[src/rtl/boo_scan_pkg.sv]
// Shared types and helpers for the truth-table scanner.
package boo_scan_pkg;

  typedef enum logic [2:0] {
    StIdle,
    StDrive,
    StSample,
    StEmit,
    StDone
  } state_e;

  // Truth-table width for an n-input function.
  function automatic int unsigned tt_w(input int unsigned n);
    return 32'd1 << n;
  endfunction

endpackage

[src/rtl/boo_scan_ctr.sv]
// Settle-time counter and combination index for the scanner sweep.
module boo_scan_ctr #(
  parameter int unsigned N_IN       = 3,
  parameter int unsigned SETTLE_CYC = 1
) (
  input  logic            clk,
  input  logic            rst,
  input  logic            clr_i,
  input  logic            settle_en_i,
  input  logic            idx_inc_i,
  output logic [N_IN-1:0] idx_o,
  output logic            settle_done_o,
  output logic            last_idx_o
);

  localparam int unsigned SW = (SETTLE_CYC > 1) ? $clog2(SETTLE_CYC) : 1;

  logic [SW-1:0]   settle_q, settle_d;
  logic [N_IN-1:0] idx_q, idx_d;

  assign idx_o         = idx_q;
  assign settle_done_o = settle_en_i && (settle_q == SW'(SETTLE_CYC - 1));
  assign last_idx_o    = (idx_q == {N_IN{1'b1}});

  // Settle count restarts whenever the drive phase ends; index saturates at the last combination.
  always_comb begin
    settle_d = '0;
    if (settle_en_i && !settle_done_o) begin
      settle_d = settle_q + SW'(1);
    end
    idx_d = idx_q;
    if (clr_i) begin
      idx_d = '0;
    end else if (idx_inc_i && !last_idx_o) begin
      idx_d = idx_q + N_IN'(1);
    end
  end

  // Counter registers.
  always_ff @(posedge clk or posedge rst) begin
    if (rst) begin
      settle_q <= '0;
      idx_q    <= '0;
    end else begin
      settle_q <= settle_d;
      idx_q    <= idx_d;
    end
  end

endmodule

[src/rtl/boo_truth_table_scanner.sv]
// Sweeps all input combinations of a combinational FUT, records its truth table
// and streams out every combination whose output equals the requested target.
module boo_truth_table_scanner
  import boo_scan_pkg::*;
#(
  parameter int unsigned N_IN       = 3,
  parameter int unsigned SETTLE_CYC = 1
) (
  input  logic                    clk,
  input  logic                    rst,
  input  logic                    start,
  input  logic                    target,
  output logic [N_IN-1:0]         fut_in,
  input  logic                    fut_out,
  output logic                    match_valid,
  input  logic                    match_ready,
  output logic [N_IN-1:0]         match_vec,
  output logic [tt_w(N_IN)-1:0]   truth_table,
  output logic [N_IN:0]           match_count,
  output logic                    busy,
  output logic                    done
);

  localparam int unsigned TtW = tt_w(N_IN);
  localparam int unsigned CntW = N_IN + 1;

  state_e          state_q, state_d;
  logic [TtW-1:0]  tt_q, tt_d;
  logic [CntW-1:0] cnt_q, cnt_d;
  logic [N_IN-1:0] vec_q, vec_d;
  logic            target_q, target_d;

  logic            ctr_clr, settle_en, idx_inc;
  logic [N_IN-1:0] idx;
  logic            settle_done, last_idx;

  boo_scan_ctr #(
    .N_IN       (N_IN),
    .SETTLE_CYC (SETTLE_CYC)
  ) u_ctr (
    .clk           (clk),
    .rst           (rst),
    .clr_i         (ctr_clr),
    .settle_en_i   (settle_en),
    .idx_inc_i     (idx_inc),
    .idx_o         (idx),
    .settle_done_o (settle_done),
    .last_idx_o    (last_idx)
  );

  assign fut_in      = idx;
  assign match_vec   = vec_q;
  assign truth_table = tt_q;
  assign match_count = cnt_q;
  assign match_valid = (state_q == StEmit);
  assign busy        = (state_q == StDrive) || (state_q == StSample) || (state_q == StEmit);
  assign done        = (state_q == StDone);

  // Sweep sequencing and result accumulation.
  always_comb begin
    state_d   = state_q;
    tt_d      = tt_q;
    cnt_d     = cnt_q;
    vec_d     = vec_q;
    target_d  = target_q;
    ctr_clr   = 1'b0;
    settle_en = 1'b0;
    idx_inc   = 1'b0;
    unique case (state_q)
      StIdle: begin
        if (start) begin
          state_d  = StDrive;
          tt_d     = '0;
          cnt_d    = '0;
          target_d = target;
          ctr_clr  = 1'b1;
        end
      end
      StDrive: begin
        settle_en = 1'b1;
        if (settle_done) begin
          state_d = StSample;
        end
      end
      StSample: begin
        tt_d[idx] = fut_out;
        if (fut_out == target_q) begin
          cnt_d   = cnt_q + CntW'(1);
          vec_d   = idx;
          state_d = StEmit;
        end else if (last_idx) begin
          state_d = StDone;
        end else begin
          idx_inc = 1'b1;
          state_d = StDrive;
        end
      end
      StEmit: begin
        if (match_ready) begin
          if (last_idx) begin
            state_d = StDone;
          end else begin
            idx_inc = 1'b1;
            state_d = StDrive;
          end
        end
      end
      StDone: begin
        state_d = StIdle;
      end
      default: begin
        state_d = StIdle;
      end
    endcase
  end

  // State and result registers.
  always_ff @(posedge clk or posedge rst) begin
    if (rst) begin
      state_q  <= StIdle;
      tt_q     <= '0;
      cnt_q    <= '0;
      vec_q    <= '0;
      target_q <= 1'b0;
    end else begin
      state_q  <= state_d;
      tt_q     <= tt_d;
      cnt_q    <= cnt_d;
      vec_q    <= vec_d;
      target_q <= target_d;
    end
  end

endmodule

[config.mk]
export PLATFORM = sky130hd
export DESIGN_NAME = boo_truth_table_scanner
export DESIGN_NICKNAME = d
export VERILOG_FILES = /design/src/rtl/boo_scan_pkg.sv /design/src/rtl/boo_scan_ctr.sv /design/src/rtl/boo_truth_table_scanner.sv
export SDC_FILE = /design/constraint.sdc
export NUM_CORES = 1
export LEC_CHECK = 0
export ABC_CLOCK_PERIOD_IN_PS = 1500
export CORE_UTILIZATION = 44
export DETAILED_ROUTE_END_ITERATION = 8
export PLACE_DENSITY = 0.74
export SLEW_MARGIN = 15
export SYNTH_ARGS = -nofsm -noshare
export SYNTH_HDL_FRONTEND = slang
export SYNTH_SLANG_ARGS = --single-unit
[constraint.sdc]
create_clock -name clk -period 1.5 [get_ports clk]
set_input_delay 0.3 -clock clk [delete_from_list [all_inputs] [get_ports clk]]
set_output_delay 0.3 -clock clk [all_outputs]
set_load 0.1 [all_outputs]
==> reports/qor.txt, run 1 <==
result of the run -> finished, violations left
failing checks -> setup timing
Design Area, Final -> 2190 µm²
port buffer count -> 26
Mapped Nets -> 138
grt total ovfl -> 0
Die Y-Extent -> 55.8 µm
CTS tree -> yes
WP buf/inv -> 1
critical path class -> reg2reg
crit-path cells -> buf_4 > or4b_4 > mux2i_2 > o22ai_2
via count -> 1248
Most used DFF post-synth -> dfrtp_1
Ports -> 27
Initial Utilization -> 46.1%
Mapped Cells -> 129
RSZ-0062 raised after global routing -> true
most common cell after layout, fill and taps aside -> buf_4
residual DRC count -> 0
setup tns final -> -0.916 ns
Core ar. -> 2760 µm²
Worst EP required -> 1.72 ns
post-route ant nets -> 0
Crit. End Element -> register
Worst Hold Margin -> 0.284 ns
Worst R2R Start -> state_q[1]$_DFFE_PP0P_
minimum clock period -> 1.66 ns
total wire length -> 3.66 mm
Arr. time, crit path -> 1.88 ns
initial antenna violation count -> 0
share of cells above drive strength 1 -> 48.6%
Wirelength per Cell -> 17.1 µm
largest area contributor in the netlist -> dfrtp_1
CTS sink cnt -> 23
Reg clk slew, reported paths -> 0.14 ns
first-pass GRT wire length -> 5.51 mm
Netlist cell types -> 41
CP max stage delay -> 0.62 ns
Final setup viols -> 15
drt pass-1 iters -> 4
worst setup margin -> -0.159 ns
final net count -> 193
DR iter-0 viols -> 30
Area after DPL -> 1920 µm²
register area share after synthesis -> 45.2%
row count -> 19
Top delay family on crit path -> simple AND/OR/NAND/NOR gates
CP Launch Type -> register
Synth top area share -> 45.2%
CP Max Fanout -> 12
die extent in x -> 55.8 µm
Fmax achieved -> 603 MHz
worst-case reg-to-reg path depth -> 4
number of flops mapped to enable cells by yosys -> 0
most frequent cells in the layout -> 27 x buf_4, 22 x buf_12, 17 x dfrtp_1
Root Driver -> clkbuf_4
GRT Util Overall -> 22.6%
fraction of registers with async set/reset -> 100%
reg2reg end -> truth_table[3]$_DFFE_PP0P_
dominant cells by area after synthesis -> dfrtp_1 45%, mux2i_1 8.7%, nand2_1 3.8%, ha_1 2.9%, inv_1 2.7%
synthesized cell area -> 1270 µm²
Slowest cell on crit path -> or4b_4
max cap viols -> 0
endpoints failing hold -> 0
hpwl dp -> 2.25 mm
R2R Setup Slk -> -0.16 ns
vias in the first global route -> 1189
pin count of the biggest net entering global routing -> 24
Yosys reg bits -> 23
post-layout util -> 79.6%
Final period util -> 111%
number of vias per cell -> 5.83
hold buffer count at CTS -> 0
Clock Path Buffers -> 2
Inserted Diodes -> 0
HP Class -> in2async
Clock Latency Late Sink -> 0.33 ns
Pins Over Slew Limit -> 0
RD Place Congestion -> 0.817
die area -> 3110 µm²
Post-Route Skew -> 0.00629 ns
Ys Warns -> 0
TritonCTS Buffers -> 3
H-tree depth -> 1
Area Growth Syn to Fin -> 72.5%
Syn Area/Cell -> 9.86 µm²
==> synthesized netlist by cell type, drive strengths merged, types with 3 or more instances <==
master and instances:
clkbuf 3, nand2b 4, nand3 4, buf 6
ha 3, nor2 4, o211ai 3, dfrtp 23
inv 9, mux2 3, a22o 3, nor3 4
mux2i 11, o21ai 4, nor2b 4, nand2 13
nor3b 4
==> cells by family (layout without fill, tap and decap cells) <==
| family | after synthesis | in the layout | synth area share [%] |
|---|---|---|---|
| other | 1 | 1 | 0.295 |
| AND/OR/NAND/NOR | 49 | 49 | 21.8 |
| buffers and inverters | 18 | 72 | 6.00 |
| XOR/XNOR | 2 | 2 | 1.38 |
| flip-flops | 23 | 23 | 45.2 |
| adder cells (fa/ha/maj) | 3 | 3 | 2.95 |
| AO/OA/AOI/OAI | 19 | 19 | 11.0 |
| multiplexers | 14 | 14 | 11.3 |
==> repair_timing <==
action	in CTS	in global routing
endpoints found under the hold margin	0	0
gates cloned	0	1
buffers inserted	7	6
setup endpoints to repair	17	24
pin swaps	7	1
gates resized for setup	20	10
==> sequential cells by signal (all words and copies together) (netlist names) <==
register        count
u_ctr.idx_o         3
state_q             3
u_ctr.settle_q      1
truth_table         8
match_count         4
match_vec           3
target_q            1
==> through the flow <==
stage,setup slack (ns),instances
finish,-0.159,214
CTS,-0.114,207
global route,-0.199,214
global placement,-0.233,196
floorplan,-0.157,129
detailed placement,-0.283,196
==> metal layers <==
layer,wire [µm],vias to the layer above,track usage [%]
li1,-,566,-
met1,1600,627,30.8
met2,1740,42,36.5
met3,170,13,3.95
met4,144,0,7.50
met5,0,-,0
==> worst reg2reg max path, stage by stage (launching register included) <==
cell and delay [ns]:
dfrtp_1 0.42, buf_4 0.15, or4b_4 0.62, mux2i_2 0.25, o22ai_2 0.11
==> layout make-up <==
cell class / count / area, µm²
Tap cell: 31 / 38.8
Clock inverter: 1 / 5.00
Clock buffer: 3 / 22.5
Timing Repair Buffer: 59 / 766
Sequential cell: 23 / 588
Fill cell: 151 / 563
Inverter: 9 / 33.8
Multi-Input combinational cell: 88 / 741
==> how the worst max path moves through the flow <==
| stage | cells past startpoint | from | to | slack [ns] |
|---|---|---|---|---|
| after floorplan | 3 | state_q[1]$_DFFE_PP0P_ | busy | -0.16 |
| after global placement | 4 | fut_out | match_vec[2]$_DFFE_PP0P_ | -0.23 |
| after detailed placement | 4 | start | truth_table[6]$_DFFE_PP0P_ | -0.28 |
| after CTS | 4 | state_q[0]$_DFFE_PP0P_ | match_valid | -0.11 |
| after global routing | 4 | state_q[0]$_DFFE_PP0P_ | truth_table[3]$_DFFE_PP0P_ | -0.20 |
| final | 4 | state_q[1]$_DFFE_PP0P_ | truth_table[3]$_DFFE_PP0P_ | -0.16 |
Power of run 1 is not shown: default switching activity piles up to over one toggle a cycle in this logic, so the estimate is an artifact.
==> run 2: changes to the inputs <==
SETUP_SLACK_MARGIN = 0.02   (was not set)
==> run 2 against run 1 <==
Compared with the run above: the flow still finishes with violations (setup timing); routed wire length is 2.3% higher; worst hold slack better by 0.0030 ns; utilization is 0.59 points higher.
==> reports/qor.txt, run 2 (synthesis results as in run 1) <==
Clock Latency Late Sink -> 0.33 ns (about the same)
post-route ant nets -> 0 (unchanged)
number of vias per cell -> 5.68 (-2.6%)
Placed Cells -> 196 (unchanged)
Reg clk slew, reported paths -> 0.14 ns (about the same)
share of cells above drive strength 1 -> 48.4% (-0.26 points)
CP Launch Type -> register
Post-Route Skew -> 0.00935 ns (+0.00306 ns)
gr busiest metal -> met2
grt total ovfl -> 0 (unchanged)
DR iter-0 viols -> 38 (+27%)
die extent in x -> 55.8 µm (unchanged)
crit path to -> truth_table[2]$_DFFE_PP0P_
Critical Path Source -> state_q[0]$_DFFE_PP0P_
hpwl dp -> 2.28 mm (+1.3%)
Final period util -> 116% (+5.0 points)
Largest register FFs -> 8 (unchanged)
minimum clock period -> 1.73 ns (+0.0748 ns)
vias in the first global route -> 1213 (+2.0%)
met2 usage -> 41.0% (+4.5 points)
HP Class -> in2async
R2R Setup Slk -> -0.23 ns (-0.07 ns)
critical path class -> reg2reg
reg2reg end -> truth_table[2]$_DFFE_PP0P_
Crit. End Element -> register
met1 Usage GRT -> 29.7% (-1.1 points)
Global Route met3 Usage -> 4.88% (+0.93 points)
Final setup viols -> 21 (+6)
CP Max Fanout -> 8 (-4)
most frequent cells in the layout -> 25 x buf_4, 23 x buf_12, 17 x dfrtp_1
worst setup margin -> -0.234 ns (-0.0748 ns)
initial antenna violation count -> 0 (unchanged)
Core ar. -> 2760 µm² (unchanged)
# fillers -> 149 (-1.3%)
RD Place Congestion -> 0.813 (-0.44%)
final net count -> 194 (+0.52%)
Pins Over Slew Limit -> 0 (unchanged)
Design Area, Final -> 2210 µm² (+0.74%)
CTS sink cnt -> 23 (unchanged)
failing checks -> setup timing
pin count of the biggest net entering global routing -> 24 (unchanged)
Area after DPL -> 1920 µm² (unchanged)
Clock Path Buffers -> 2 (unchanged)
Worst R2R Start -> state_q[0]$_DFFE_PP0P_
Inserted Diodes -> 0 (unchanged)
worst-case reg-to-reg path depth -> 5 (+1)
hold buffer count at CTS -> 0 (unchanged)
max cap viols -> 0 (unchanged)
Worst EP required -> 1.75 ns (+0.03 ns)
residual DRC count -> 0 (unchanged)
Arr. time, crit path -> 1.99 ns (+0.11 ns)
GRT Util Overall -> 24.0% (+1.5 points)
via count -> 1221 (-2.2%)
setup tns final -> -2.18 ns (-1.26 ns)
Initial Utilization -> 46.1% (unchanged)
CTS tree -> yes
die area -> 3110 µm² (unchanged)
first-pass GRT wire length -> 5.74 mm (+4.2%)
most common cell after layout, fill and taps aside -> buf_4
Die Y-Extent -> 55.8 µm (unchanged)
Ports -> 27 (unchanged)
final cell count without fillers -> 215 (+0.47%)
endpoints failing hold -> 0 (unchanged)
RSZ-0062 raised after global routing -> true
row count -> 19 (unchanged)
Root Driver -> clkbuf_4
H-tree depth -> 1 (unchanged)
TritonCTS Buffers -> 3 (unchanged)
drt pass-1 iters -> 4 (unchanged)
Wirelength per Cell -> 17.4 µm (+1.9%)
total wire length -> 3.75 mm (+2.3%)
Fmax achieved -> 577 MHz (-4.3%)
result of the run -> finished, violations left
Worst Hold Margin -> 0.287 ns (+0.00299 ns)
port buffer count -> 26 (unchanged)
Area Growth Syn to Fin -> 73.7%
run 2: cell count changes in the layout (fill, tap and decap cells not counted), moves of 2 or more:
cell,change
buf_4,-2
nor2b_1,-2
nor2b_2,+2
o21ai_0,+2
o21ai_1,-2
run 2: layer usage:
layer  wire, µm  part of all wire, %
met5          0                    0
met4         63                  1.7
met3        134                  3.6
met2       1910                   51
met1       1640                   44
run 2: final cells by class:
class	count	area, µm²	area share [%]
timing repair buffer	60	795	35.9
inverter	9	33.8	1.53
sequential	23	588	26.6
tap	31	38.8	1.75
clock inverter	1	5.00	0.226
clock buffer	3	22.5	1.02
multi-input combinational	88	728	32.9
run 2: per-stage QoR:
stage,utilization (%),setup slack [ns]
finish,80.2,-0.234
global route,80.2,-0.310
CTS,75.9,-0.146
detailed placement,69.8,-0.263
global placement,69.8,-0.219
floorplan,-,-0.157
run 2: how the worst min path moves through the flow:
stage | from | end | slack [ns] | depth (start not counted)
2_1_floorplan | rst | match_count[3]$_DFFE_PP0P_ | 0.30 | 1
3_3_place_gp | match_count[2]$_DFFE_PP0P_ | match_count[2]$_DFFE_PP0P_ | 0.51 | 1
3_5_place_dp | match_count[2]$_DFFE_PP0P_ | match_count[2]$_DFFE_PP0P_ | 0.53 | 1
4_1_cts | rst | match_vec[0]$_DFFE_PP0P_ | 0.29 | 3
5_1_grt | rst | u_ctr.idx_o[0]$_DFFE_PP0P_ | 0.32 | 3
6_report | rst | match_vec[0]$_DFFE_PP0P_ | 0.29 | 3
run 2: worst max-delay path: stages (launching register included):
cell       delay (ns)
dfrtp_1          0.44
buf_4            0.16
nor3b_1          0.39
buf_4            0.27
mux2i_1          0.25
o2bb2ai_1        0.16
run 2: repair_timing:
item / CTS / global route
hold endpoints to repair: 0 / 0
gates resized for setup: 18 / 11
setup endpoints to repair: 20 / 27
buffers inserted: 8 / 6
cloned: 0 / 1
pin swaps: 4 / 3
Power of run 2 is left out for the same reason.
